`config.mk`:
```
export PLATFORM = sky130hd
export DESIGN_NAME = tcm_inst_load_port
export DESIGN_NICKNAME = d
export VERILOG_FILES = /design/src/rtl/tcm_inst_load_port.sv
export SDC_FILE = /design/constraint.sdc
export NUM_CORES = 1
export LEC_CHECK = 0
export BUFFER_PORTS_ARGS = -buffer_cell sky130_fd_sc_hd__buf_2
export CAP_MARGIN = 20
export CORE_MARGIN = 2
export CORE_UTILIZATION = 40
export CTS_CLUSTER_SIZE = 8
export DETAILED_ROUTE_END_ITERATION = 8
export GPL_ROUTABILITY_DRIVEN = 0
export SYNTH_ARGS = -nofsm -noshare
export SYNTH_HDL_FRONTEND = slang
export SYNTH_SLANG_ARGS = --single-unit
```
`constraint.sdc`:
```
create_clock -name clk_i -period 7.7 [get_ports clk_i]
set_input_delay 0 -clock clk_i [delete_from_list [all_inputs] [get_ports clk_i]]
set_output_delay 0 -clock clk_i [all_outputs]
set_load 0.01 [all_outputs]
```
`src/rtl/tcm_inst_load_port.sv`:
```
// Instruction-TCM loader port: buffers bench writes in a small FIFO, commits them
// to the single-port RAM ahead of core fetches, and holds the core in reset until loaded.
module tcm_inst_load_port #(
  parameter int FIFO_DEPTH = 4,
  parameter int MEM_WORDS  = 16384,
  localparam int AW        = $clog2(MEM_WORDS)
) (
  input  logic          clk_i,
  input  logic          rst_i,
  input  logic          rst_cpu_i,
  input  logic [3:0]    tb_inst_we_i,
  input  logic [31:0]   tb_inst_addr_i,
  input  logic [31:0]   tb_inst_data_i,
  input  logic          fetch_rd_i,
  input  logic [31:0]   fetch_pc_i,
  output logic          fetch_accept_o,
  output logic          fetch_valid_o,
  output logic [31:0]   fetch_inst_o,
  input  logic          mem_ready_i,
  output logic [AW-1:0] mem_addr_o,
  output logic [3:0]    mem_wr_o,
  output logic          mem_rd_o,
  output logic [31:0]   mem_data_o,
  input  logic [31:0]   mem_data_i,
  output logic          cpu_rst_o,
  output logic [15:0]   load_cnt_o,
  output logic          overflow_o,
  output logic          addr_err_o
);

  localparam int PW = $clog2(FIFO_DEPTH);
  localparam logic [PW:0] PTR_ONE = 1;

  typedef enum logic [1:0] {S_LOAD, S_HOLD, S_RUN} state_t;

  state_t          r_state, w_state_nxt;
  logic [PW:0]     r_wptr, r_rptr;
  logic [AW-1:0]   r_fifo_addr [FIFO_DEPTH];
  logic [3:0]      r_fifo_we   [FIFO_DEPTH];
  logic [31:0]     r_fifo_data [FIFO_DEPTH];
  logic [AW-1:0]   r_last_addr;
  logic [31:0]     r_last_data;
  logic            r_fetch_valid;
  logic [15:0]     r_load_cnt;
  logic            r_overflow, r_addr_err;

  logic [29:0]     w_word;
  logic            w_wr_req, w_addr_bad, w_empty, w_full, w_pop, w_push, w_fetch;
  logic            w_unused;

  assign w_word     = tb_inst_addr_i[31:2];
  assign w_wr_req   = |tb_inst_we_i;
  assign w_addr_bad = w_word >= 30'(MEM_WORDS);
  assign w_empty    = (r_wptr == r_rptr);
  assign w_full     = (r_wptr[PW] != r_rptr[PW]) && (r_wptr[PW-1:0] == r_rptr[PW-1:0]);
  assign w_pop      = !w_empty && mem_ready_i;
  // A full FIFO still accepts the incoming write when the head drains this cycle.
  assign w_push     = w_wr_req && !w_addr_bad && (!w_full || w_pop);
  assign w_fetch    = (r_state == S_RUN) && w_empty && !w_push && mem_ready_i && fetch_rd_i;

  assign w_unused   = ^{fetch_pc_i, tb_inst_addr_i[1:0]};

  always_comb begin
    mem_addr_o = r_last_addr;
    mem_data_o = r_last_data;
    mem_wr_o   = '0;
    mem_rd_o   = 1'b0;
    if (w_pop) begin
      mem_addr_o = r_fifo_addr[r_rptr[PW-1:0]];
      mem_wr_o   = r_fifo_we[r_rptr[PW-1:0]];
      mem_data_o = r_fifo_data[r_rptr[PW-1:0]];
    end else if (w_fetch) begin
      mem_addr_o = fetch_pc_i[2 +: AW];
      mem_rd_o   = 1'b1;
    end
  end

  always_comb begin
    w_state_nxt = r_state;
    unique case (r_state)
      S_LOAD: if (rst_cpu_i) w_state_nxt = S_HOLD;
      S_HOLD: if (!rst_cpu_i && w_empty && !w_push) w_state_nxt = S_RUN;
      S_RUN:  if (rst_cpu_i) w_state_nxt = S_HOLD;
      default: w_state_nxt = S_LOAD;
    endcase
  end

  always_ff @(posedge clk_i) begin
    if (rst_i) begin
      r_state       <= S_LOAD;
      r_wptr        <= '0;
      r_rptr        <= '0;
      r_last_addr   <= '0;
      r_last_data   <= '0;
      r_fetch_valid <= 1'b0;
      r_load_cnt    <= '0;
      r_overflow    <= 1'b0;
      r_addr_err    <= 1'b0;
    end else begin
      r_state       <= w_state_nxt;
      r_last_addr   <= mem_addr_o;
      r_last_data   <= mem_data_o;
      r_fetch_valid <= w_fetch;
      if (w_push) r_wptr <= r_wptr + PTR_ONE;
      if (w_pop) begin
        r_rptr <= r_rptr + PTR_ONE;
        if (r_load_cnt != 16'hFFFF) r_load_cnt <= r_load_cnt + 16'd1;
      end
      if (w_wr_req && w_addr_bad) r_addr_err <= 1'b1;
      if (w_wr_req && !w_addr_bad && w_full && !w_pop) r_overflow <= 1'b1;
    end
  end

  always_ff @(posedge clk_i) begin
    if (w_push) begin
      r_fifo_addr[r_wptr[PW-1:0]] <= w_word[AW-1:0];
      r_fifo_we[r_wptr[PW-1:0]]   <= tb_inst_we_i;
      r_fifo_data[r_wptr[PW-1:0]] <= tb_inst_data_i;
    end
  end

  assign fetch_accept_o = w_fetch;
  assign fetch_valid_o  = r_fetch_valid;
  assign fetch_inst_o   = r_fetch_valid ? mem_data_i : '0;
  assign cpu_rst_o      = (r_state != S_RUN);
  assign load_cnt_o     = r_load_cnt;
  assign overflow_o     = r_overflow;
  assign addr_err_o     = r_addr_err;

endmodule

```
## After elaboration in Yosys (flattened, before gate mapping)

Memory sizes are Yosys's and may differ from the RTL's. A register that Yosys moved wholly into a read port is not among the register bits.
Cells that the tools add are included.

- Register bits after elaboration: 73
- Memory bits (writable): 200
- Bits of input ports: 137
- Memories kept: 3

Memory list:

| name | depth | bits a word | rd ports | clocked after Yosys merged registers in | write ports | RTL line | RTL |
|---|---|---|---|---|---|---|---|
| r_fifo_data | 4 | 32 | 1 | 1 | 1 | 40 | `logic [31:0] r_fifo_data [FIFO_DEPTH];` |
| r_fifo_addr | 4 | 14 | 1 | 1 | 1 | 38 | `logic [AW-1:0] r_fifo_addr [FIFO_DEPTH];` |
| r_fifo_we | 4 | 4 | 1 | 1 | 1 | 39 | `logic [3:0] r_fifo_we [FIFO_DEPTH];` |

- Mux-type cells: 18
- $add $sub $neg: 3
- Equal/unequal tests: 9
- $lt $le $gt $ge: 1
- Reductions and logical operators: 25

Operators by type and width:

| kind | number |
|---|---|
| two-way mux 32 bit | 2 |
| greater-or-equal comparator 30 x 15 -> 1 bit (second input constant) | 1 |
| two-way mux 14 bit | 2 |
| adder 16 x 1 -> 16 bit (second input constant) | 1 |
| two-way mux 2 bit | 8 |
| != test 16 bit (second input constant) | 1 |
| logical AND 1 bit | 13 |
| adder 3 x 1 -> 3 bit (second input constant) | 2 |
| logical NOT 1 bit | 6 |
| two-way mux 1 bit | 4 |
| two-way mux 4 bit | 1 |
| != test 2 bit (second input constant) | 2 |
| one-hot mux 2 bit (2 select lines) | 1 |
| AND reduction 2 bit | 2 |
| OR reduction 4 bit | 1 |
| == test 3 bit | 1 |
| == test 2 x 1 -> 1 bit (second input constant) | 1 |
| == test 2 bit | 1 |
| == test 2 bit (second input constant) | 1 |
| logical NOT 2 bit | 1 |
| != test 2 x 1 -> 1 bit (second input constant) | 1 |
| OR reduction 2 bit | 1 |
| logical OR 1 bit | 1 |
| != test 1 bit | 1 |

## Logic depth before layout (Yosys ltp)

Gate-level depths: netlist of the first run.

- Depth after elaboration: 11
- Gate-level depth with buffers: 7

## Worst setup path after synthesis of the first run

Ideal clock, no wire load.

- Kind: register to register
- Start: register r_wptr[0]
- End: memory r_fifo_addr[3][0] (netlist name) (enable)
- Arrival: 6.173 ns
- Period minus slack after synthesis: 6.779 ns
- Path slack: 0.921 ns
- Stages on the path, launching flop included: 4
- Cell sequence: dfxtp_1 xor2_1 nor4_1 nor4b_1

- Cells in the longest elaborated chain, start to end: 7
- Elaborated cells between the ends (all ways): 10
- Those cells by class: eq/ne (2); mux (2); reduce/logical (6)

RTL lines:

| what | RTL line | RTL |
|---|---|---|
| from (decl) | 37 | `logic [PW:0] r_wptr, r_rptr;` |
| from (signal assigned) | 104 | `if (w_push) r_wptr <= r_wptr + PTR_ONE;` |
| == test 3 bit or == test 2 bit (tied branches) | 54, 55 |  |
| logical NOT 1 bit or logical AND 1 bit (tied branches) | 56, 55 |  |
| logical AND 1 bit or logical NOT 1 bit (tied branches) | 56, 58 |  |
| logical OR 1 bit | 58 | `assign w_push = w_wr_req && !w_addr_bad && (!w_full \|\| w_pop);` |
| logical AND 1 bit | 58 |  |
| two-way mux 1 bit | 115 | `if (w_push) begin` |
| two-way mux 1 bit (implied by the code) | 116 | `r_fifo_addr[r_wptr[PW-1:0]] <= w_word[AW-1:0];` |
| to (decl) | 38 |  |

Parallel ways exist; a longest one is shown, timed or not.

## Final worst setup path of the first run

- Start: register r_wptr[0]
- End: output mem_addr_o[2]

- Cells in the longest elaborated chain, start to end: 11
- Elaborated cells between the ends (all ways): 15
- Those cells by class: eq/ne (2); mux (2); reduce/logical (11)

RTL lines:

| what | RTL line | RTL |
|---|---|---|
| == test 3 bit or == test 2 bit (tied branches) | 54, 55 |  |
| logical NOT 1 bit or logical AND 1 bit (tied branches) | 56, 55 |  |
| logical AND 1 bit or logical NOT 1 bit (tied branches) | 56, 58 |  |
| logical OR 1 bit | 58 |  |
| logical AND 1 bit | 58 |  |
| logical NOT 1 bit | 59 | `assign w_fetch = (r_state == S_RUN) && w_empty && !w_push && mem_ready_i && fetch_rd_i;` |
| logical AND 1 bit (3 in a row) | 59 |  |
| two-way mux 14 bit | 72 | `end else if (w_fetch) begin` |
| two-way mux 14 bit * | 68 | `if (w_pop) begin` |
| to (decl) | 20 | `output logic [AW-1:0] mem_addr_o,` |

Mark *: on every way between the ends. The rest lies on a longest branch, timed or not.

==> results of run 1 <==
-- area by class of cell --
cell class                      instances  area [um^2]  area share, %
Antenna cell                            2         5.00         0.0354
Clock buffer                           70         1130           8.04
Clock inverter                          2         25.0          0.177
Inverter                                9         33.8          0.239
Multi-Input combinational cell        382         3130           22.2
Sequential cell                       275         7510           53.2
Tap cell                              341          427           3.02
Timing Repair Buffer                  297         1850           13.1
-- per-stage QoR --
step / instance area [um^2] / power, W / hold WS, ps / util, % / setup slack (ps)
after floorplan: 10800 / 0.00163 / 78.5 / - / 921
after global placement: 12300 / 0.00168 / 206 / 46.0 / 4580
after detailed placement: 12300 / 0.00168 / 209 / 46.0 / 4590
after CTS: 14100 / 0.00331 / 34.3 / 52.8 / 4260
after global routing: 14100 / 0.00338 / 92.7 / 52.8 / 4040
final: 14100 / 0.00327 / 62.8 / 52.8 / 4320
-- sequential cells by signal (all words and copies together) (netlist names), 2 cells and up, named ones only --
name / flops
r_fifo_addr: 56
r_state: 2
load_cnt_o: 16
r_fifo_we: 16
r_rptr: 3
r_last_data: 32
r_wptr: 3
r_last_addr: 14
r_fifo_data: 128
-- cells by family (layout without fill, tap and decap cells) --
group | count (synthesis) | count (layout) | share of synthesized area [%]
other | 0 | 2 | 0
adders and majority gates | 6 | 6 | 0.695
xor gates and xnor gates | 20 | 20 | 1.69
and+or+nand+nor | 237 | 237 | 10.7
muxes | 53 | 53 | 10.7
AOI/OAI and AO/OA | 66 | 66 | 5.04
buffers and inverters | 46 | 378 | 1.69
DFF | 275 | 275 | 69.5
-- routing by layer --
layer / routed length [um] / vias to the layer above / part of all wire [%] / GRT usage (%)
met4: 533 / 0 / 2.1 / 4.80
met2: 12600 / 250 / 50 / 31.8
li1: - / 3243 / - / -
met5: 0 / - / 0 / 0
met3: 1850 / 42 / 7.3 / 4.11
met1: 10300 / 3333 / 41 / 20.6
-- worst max-delay path, stage by stage (launching register included) --
cell and delay (ps):
dfxtp_1 430, xor2_1 450, nor4_1 130, o21ai_2 390, nand2_1 880, o21a_1 440
buf_2 140
-- synth_stat cells (9+ instances only) --
master,number
inv_1,9
xnor2_1,15
o22a_1,12
dfxtp_1,75
and2_1,71
clkbuf_1,29
nand2_1,105
nor2_1,29
o211a_1,14
mux4_2,50
o21a_1,14
edfxtp_1,200
-- power by group through the flow --
stage,sequential (W),combinational [W],clock (W)
finish,0.00159,0.0000859,0.00159
detailed placement,0.00162,0.0000590,0
global placement,0.00162,0.0000576,0
floorplan,0.00162,0.0000115,0
global route,0.00159,0.0000932,0.00170
CTS,0.00159,0.0000867,0.00164
-- worst min-delay path by stage --
stage	startpoint	to	slack, ps	cells after the start
final	tb_inst_addr_i[25]	addr_err_o$_SDFFE_PP0P_	60	5
after global routing	tb_inst_addr_i[21]	addr_err_o$_SDFFE_PP0P_	90	5
after CTS	tb_inst_addr_i[25]	addr_err_o$_SDFFE_PP0P_	30	5
after detailed placement	rst_cpu_i	r_state[1]$_SDFFE_PP0P_	210	2
after global placement	rst_cpu_i	r_state[1]$_SDFFE_PP0P_	210	2
after floorplan	rst_cpu_i	r_state[1]$_SDFFE_PP0P_	80	1
==> reports/qor.yml, run 1 <==
status:
  status: "finished, final reports clean"
pwr:
  swShare_pct: 19.5
  p_leak_nw: 5.57
  p_comb_share_pct: 2.6
  p_per_area_nw_per_um2: 232
  irDropWorstVdd_uv: 177
  p_switching_w: 0.000638
  power_frac_clock_pct: 48.7
  power.internal_w: 0.00263
  p_seq_share_pct: 48.7
yosys:
  synth_top_area_share_pct: 55.6
  synthTopCellsByArea: "edfxtp_1, dfxtp_1, mux4_2"
  yosysWarnings: 0
  yosys.area.top_type: "edfxtp_1"
  synthFlopType: "edfxtp_1"
  syn_nets: 846
  async_reset_ff_share_pct: 0
  avgSynthCellArea_um2: 15.4
  synth.distinct_cells: 40
  synth_edf_count: 200
  synth_seq_cells: 275
  ys_seq_area_share_pct: 69.5
  synth_area_um2: 10800
  synthCells: 703
worst_setup_path:
  rr_startpoint: "r_wptr[0]$_SDFFE_PP0N_"
  arrival_ps: 3380
  worstSetupStartpointType: "flip-flop"
  path_class: "flip-flop to primary output"
  rr_worst_depth: 5
  rrSetupSlack_ps: 4740
  cp-end-kind: "primary output"
  crit_required_ps: 7700
  r2r_end: "r_fifo_addr[0][5]$_DFFE_PP_"
  crit_path_start: "r_wptr[0]$_SDFFE_PP0N_"
  cp-endpoint: "mem_addr_o[2]"
  crit_fanout: 28
timing:
  fin_skew_ps: 28.0
  hold_violations: 0
  slew_violations: 0
  setup_viol_count_final: 0
  setup_tns_ps: 0
  maxSlewHeadroom_pct: 28.5
  period_needed_ps: 3380
  rsz0062_at_grt: "no"
  tightest_slew_ps: 1070
  fin_crit_sh_pct: 43.9
  max_clock_freq_ghz: 0.296
final_layout:
  final_common_cell: "buf_2"
  fillCellCount: 2290
  drive_gt1_share_pct: 32.8
  finalNonFillerCells: 1378
  fin_nets: 1148
  syn_to_final_growth_pct: 30.7
  mostFrequentLayoutCells: "buf_2, edfxtp_1, nand2_1"
clock_tree:
  cts.repair.resized: 0
  cts_tree: "built"
  cts.sinks: 275
  cts_buffers: 40
  clockBufferDepth: 3
  clkTransAtPathRegs_ps: 50
  postCtsSetupBuffers: 0
  insertion_delay_ps: 520
  clock-root-buffer: "clkbuf_16"
  cts_hold_buf: 67
  h-tree-depth: 2
global_route:
  antenna_found_initial: 2
  grt.total_usage_pct: 17.4
  grt_first_pass_wirelength_um: 38200
  grt_pass1_vias: 7026
  grt_max_degree: 56
  gr-total-overflow: 0
detailed_routing:
  wl_per_cell_um: 18.3
  vias_per_cell: 4.98
  drc: 0
  drt_pass1_iterations: 4
  ant_nets: 0
  num_vias: 6868
  drt-total-wl_um: 25200
  drt_iter0_markers: 348
placed_design:
  portBuffers: 220
  dp_hpwl_um: 14800
  dp_cells: 1237
floorplanning:
  die_w_um: 168
  placementRows: 60
  dieArea_um2: 28300
  die_y_um: 168
  ios: 241
  initial_core_util_pct: 40.4
  core_um2: 26700
job:
  maxCapViolCount: 0
min_path:
  hold_path.class: "input port to flip-flop"
(Power assumes the default switching activity.)
==> inputs of run 2 (changes only) <==
--- a/config.mk
+++ b/config.mk
@@ -5,6 +5,7 @@
 export SDC_FILE = /design/constraint.sdc
 export NUM_CORES = 1
 export LEC_CHECK = 0
+export ABC_AREA = 1
 export BUFFER_PORTS_ARGS = -buffer_cell sky130_fd_sc_hd__buf_2
 export CAP_MARGIN = 20
 export CORE_MARGIN = 2
==> constraint.sdc (replaced) <==
create_clock -name clk_i -period 3.28 [get_ports clk_i]
set_input_delay 0 -clock clk_i [delete_from_list [all_inputs] [get_ports clk_i]]
set_output_delay 0 -clock clk_i [all_outputs]
set_load 0.01 [all_outputs]
==> run 2 against run 1 <==
- power grew to 2.6 times the previous value
- sequential share of layout area fell by 2.2 points
- sequential power is 140% higher
- design area increased by 4.4%
- critical path depth up 8
- core utilization decreased by 0.087 points
- via count up 26%
- critical path type is now input port to primary output
- critical endpoint is now mem_addr_o[4]
- largest power group unchanged
==> reports/qor.yml, run 2 <==
status:
  status: "finished, final reports clean"
floorplanning:
  core_um2: 27900  # +4.5%
  ios: 241  # unchanged
  die_w_um: 173  # +2.8%
  die_y_um: 173  # +2.8%
  initial_core_util_pct: 40.9  # +0.50 points
  dieArea_um2: 30000  # +5.7%
  placementRows: 61  # +1.7%
clock_tree:
  cts_buffers: 40  # unchanged
  cts.sinks: 275  # unchanged
  clock-root-buffer: "clkbuf_16"
  clkTransAtPathRegs_ps: 50  # about the same
  clockBufferDepth: 3  # unchanged
  insertion_delay_ps: 520  # about the same
  h-tree-depth: 2  # unchanged
  cts_tree: "built"
timing:
  setup_viol_count_final: 0  # unchanged
  fin_skew_ps: 17.1  # -10.9 ps
  fin_crit_sh_pct: 84.2
  tightest_slew_ps: 993  # -76.1 ps
  max_clock_freq_ghz: 0.362
  hold_violations: 0  # unchanged
  rsz0062_at_grt: "no"
  period_needed_ps: 2760
  slew_violations: 0  # unchanged
  setup_tns_ps: 0  # unchanged
  maxSlewHeadroom_pct: 33.7  # +5.2 points
job:
  maxCapViolCount: 0  # unchanged
detailed_routing:
  wl_per_cell_um: 15.7  # -14%
  vias_per_cell: 4.80  # -3.7%
  drt_iter0_markers: 574  # +65%
  drt_pass1_iterations: 5  # +1
  ant_nets: 0  # unchanged
  num_vias: 8648  # +26%
  drt-total-wl_um: 28300  # +12%
  drc: 0  # unchanged
global_route:
  antenna_found_initial: 1  # -1
  grt_use_met3_pct: 4.20  # +0.086 points
  grt-busiest-layer: "met2"
  grt.total_usage_pct: 18.6  # +1.2 points
  grt_pass1_vias: 8426  # +20%
  grt_max_degree: 57  # +1.8%
  use_met1_pct: 22.4  # +1.8 points
  grt_first_pass_wirelength_um: 44200  # +16%
  gr-total-overflow: 0  # unchanged
  grt_use_met2_pct: 32.6  # +0.86 points
yosys:
  yosysWarnings: 0  # unchanged
  synth.distinct_cells: 35  # -13%
  synth_commonest_cells: "edfxtp_1, nor2_1, nand2_1"
  synth_seq_cells: 275  # unchanged
  synthCells: 1107  # +57%
  synth_top_area_share_pct: 52.5  # -3.1 points
  avgSynthCellArea_um2: 10.3  # -33%
  synth_area_um2: 11400  # +5.8%
  syn_nets: 1250  # +48%
  yosys.area.top_type: "edfxtp_1"
  synthFlopType: "edfxtp_1"
  async_reset_ff_share_pct: 0  # unchanged
  synthMostInstantiatedCell: "edfxtp_1"
  ys_seq_area_share_pct: 65.7  # -3.8 points
  synthTopCellsByArea: "edfxtp_1, dfxtp_1, nor2_1"
  synth_edf_count: 200  # unchanged
worst_setup_path:
  crit_fanout: 22  # -21%
  cp_cell_sequence: "dlygate4sd3_1, buf_2, nor2_1, dlygate4sd3_1, nand2_1, nor2_1, nand2_1, nor2_1, nand2_2, nand3_1, nand3_1, nand2_1, inv_1, buf_2"
  arrival_ps: 2760  # -620 ps
  crit_path_start: "tb_inst_addr_i[24]"
  rr_startpoint: "r_wptr[1]$_SDFFE_PP0N_"
  crit_required_ps: 3280  # -4420 ps
  slowest_delay_ps: 550  # -330 ps
  cp-end-kind: "primary output"
  path_class: "input port to primary output"
  crit_slowest_cell: "dlygate4sd3_1"
  worstSetupStartpointType: "input port"
  rrSetupSlack_ps: 1040  # -3700 ps
placed_design:
  post_dp_cell_area_um2: 12900  # +4.9%
  portBuffers: 220  # unchanged
  dp_hpwl_um: 17200  # +16%
final_layout:
  final_common_cell: "buf_2"
  fin_nets: 1537  # +34%
  syn_to_final_growth_pct: 28.9
  drive_gt1_share_pct: 24.0  # -8.7 points
  mostFrequentLayoutCells: "buf_2, edfxtp_1, nor2_1"
  largest_register_ffs: 128  # unchanged
  fin_area_um2: 14700  # +4.4%
  fillCellCount: 2485  # +8.5%
pwr:
  p_leak_nw: 6.22  # +12%
  irDropWorstVdd_uv: 344  # +95%
  p_per_area_nw_per_um2: 583  # +150%
min_path:
  min_from: "tb_inst_addr_i[26]"
  hold_path.class: "input port to flip-flop"
run 2: cell types whose count changed after synthesis, sizes merged, moves of 16 or more:
cell,previous run,this run
inv,9,147
mux4,50,0
a21oi,6,26
buf,8,24
nand3,7,43
nor2,29,196
nand2,105,142
o21ai,3,146
and2,71,0
o22ai,0,32
run 2: final timing paths:
kind | end | depth (start not counted)
max | mem_addr_o[4] | 14
min | overflow_o$_SDFFE_PP0P_ | 8
max reg2reg | load_cnt_o[2]$_SDFFE_PP0P_ | 10
min reg2reg | overflow_o$_SDFFE_PP0P_ | 2
run 2: cell type report:
type	count	area, um^2	share of cell area (%)
sequential	275	7510	51.0
multi-input combinational	626	3070	20.9
inverter	148	557	3.78
antenna	1	2.50	0.0170
timing repair buffer	303	1960	13.3
clock inverter	4	52.6	0.357
tap	378	473	3.21
clock buffer	67	1100	7.48
run 2: critical path: cells and delay by family:
kind / cells / cell delay (ps)
buffers and inverters: 5 / 1440
AND/OR/NAND/NOR: 9 / 1300
run 2: power by group:
group	switching [W]	internal, W	total [W]
registers	0.0000269	0.00380	0.00382
logic	0.000660	0.000383	0.00104
clock network	0.00144	0.00228	0.00373
total	0.00213	0.00646	0.00859
run 2: what timing repair did:
item | 4_1_cts | 5_1_grt
endpoints found under the setup margin | 0 | 0
resized for setup | 0 | 0
hold buffers | 69 | 0
buffers inserted | 0 | 0
hold endpoints to repair | 221 | 0
run 2: kinds of logic (layout without fill, tap and decap cells):
group,Yosys count,after routing,share of synthesized area (%)
adders and majority gates,6,6,0.657
DFF,275,275,65.7
and+or+nand+nor,394,394,13.9
buffers and inverters,206,522,7.72
other,0,1,0
AOI/OAI and AO/OA,220,220,11.6
xor gates and xnor gates,6,6,0.460
run 2: per-stage QoR:
| stage | utilization (%) | setup WS, ps | power (W) | cells | hold WS, ps |
|---|---|---|---|---|---|
| detailed placement | 46.1 | 984 | 0.00488 | 1661 | 218 |
| global placement | 46.1 | 1060 | 0.00486 | 1661 | 216 |
| global route | 52.7 | 247 | 0.00897 | 1802 | 115 |
| floorplan | - | -271 | 0.00452 | 1107 | 98.0 |
| finish | 52.7 | 518 | 0.00859 | 1802 | 78.3 |
| CTS | 52.7 | 524 | 0.00870 | 1801 | 46.0 |
run 2: per-layer routing:
metal | vias up | part of all wire [%]
met1 | 4036 | 43
met3 | 51 | 5.9
met4 | 0 | 3.2
li1 | 4295 | -
met5 | - | 0
met2 | 266 | 48
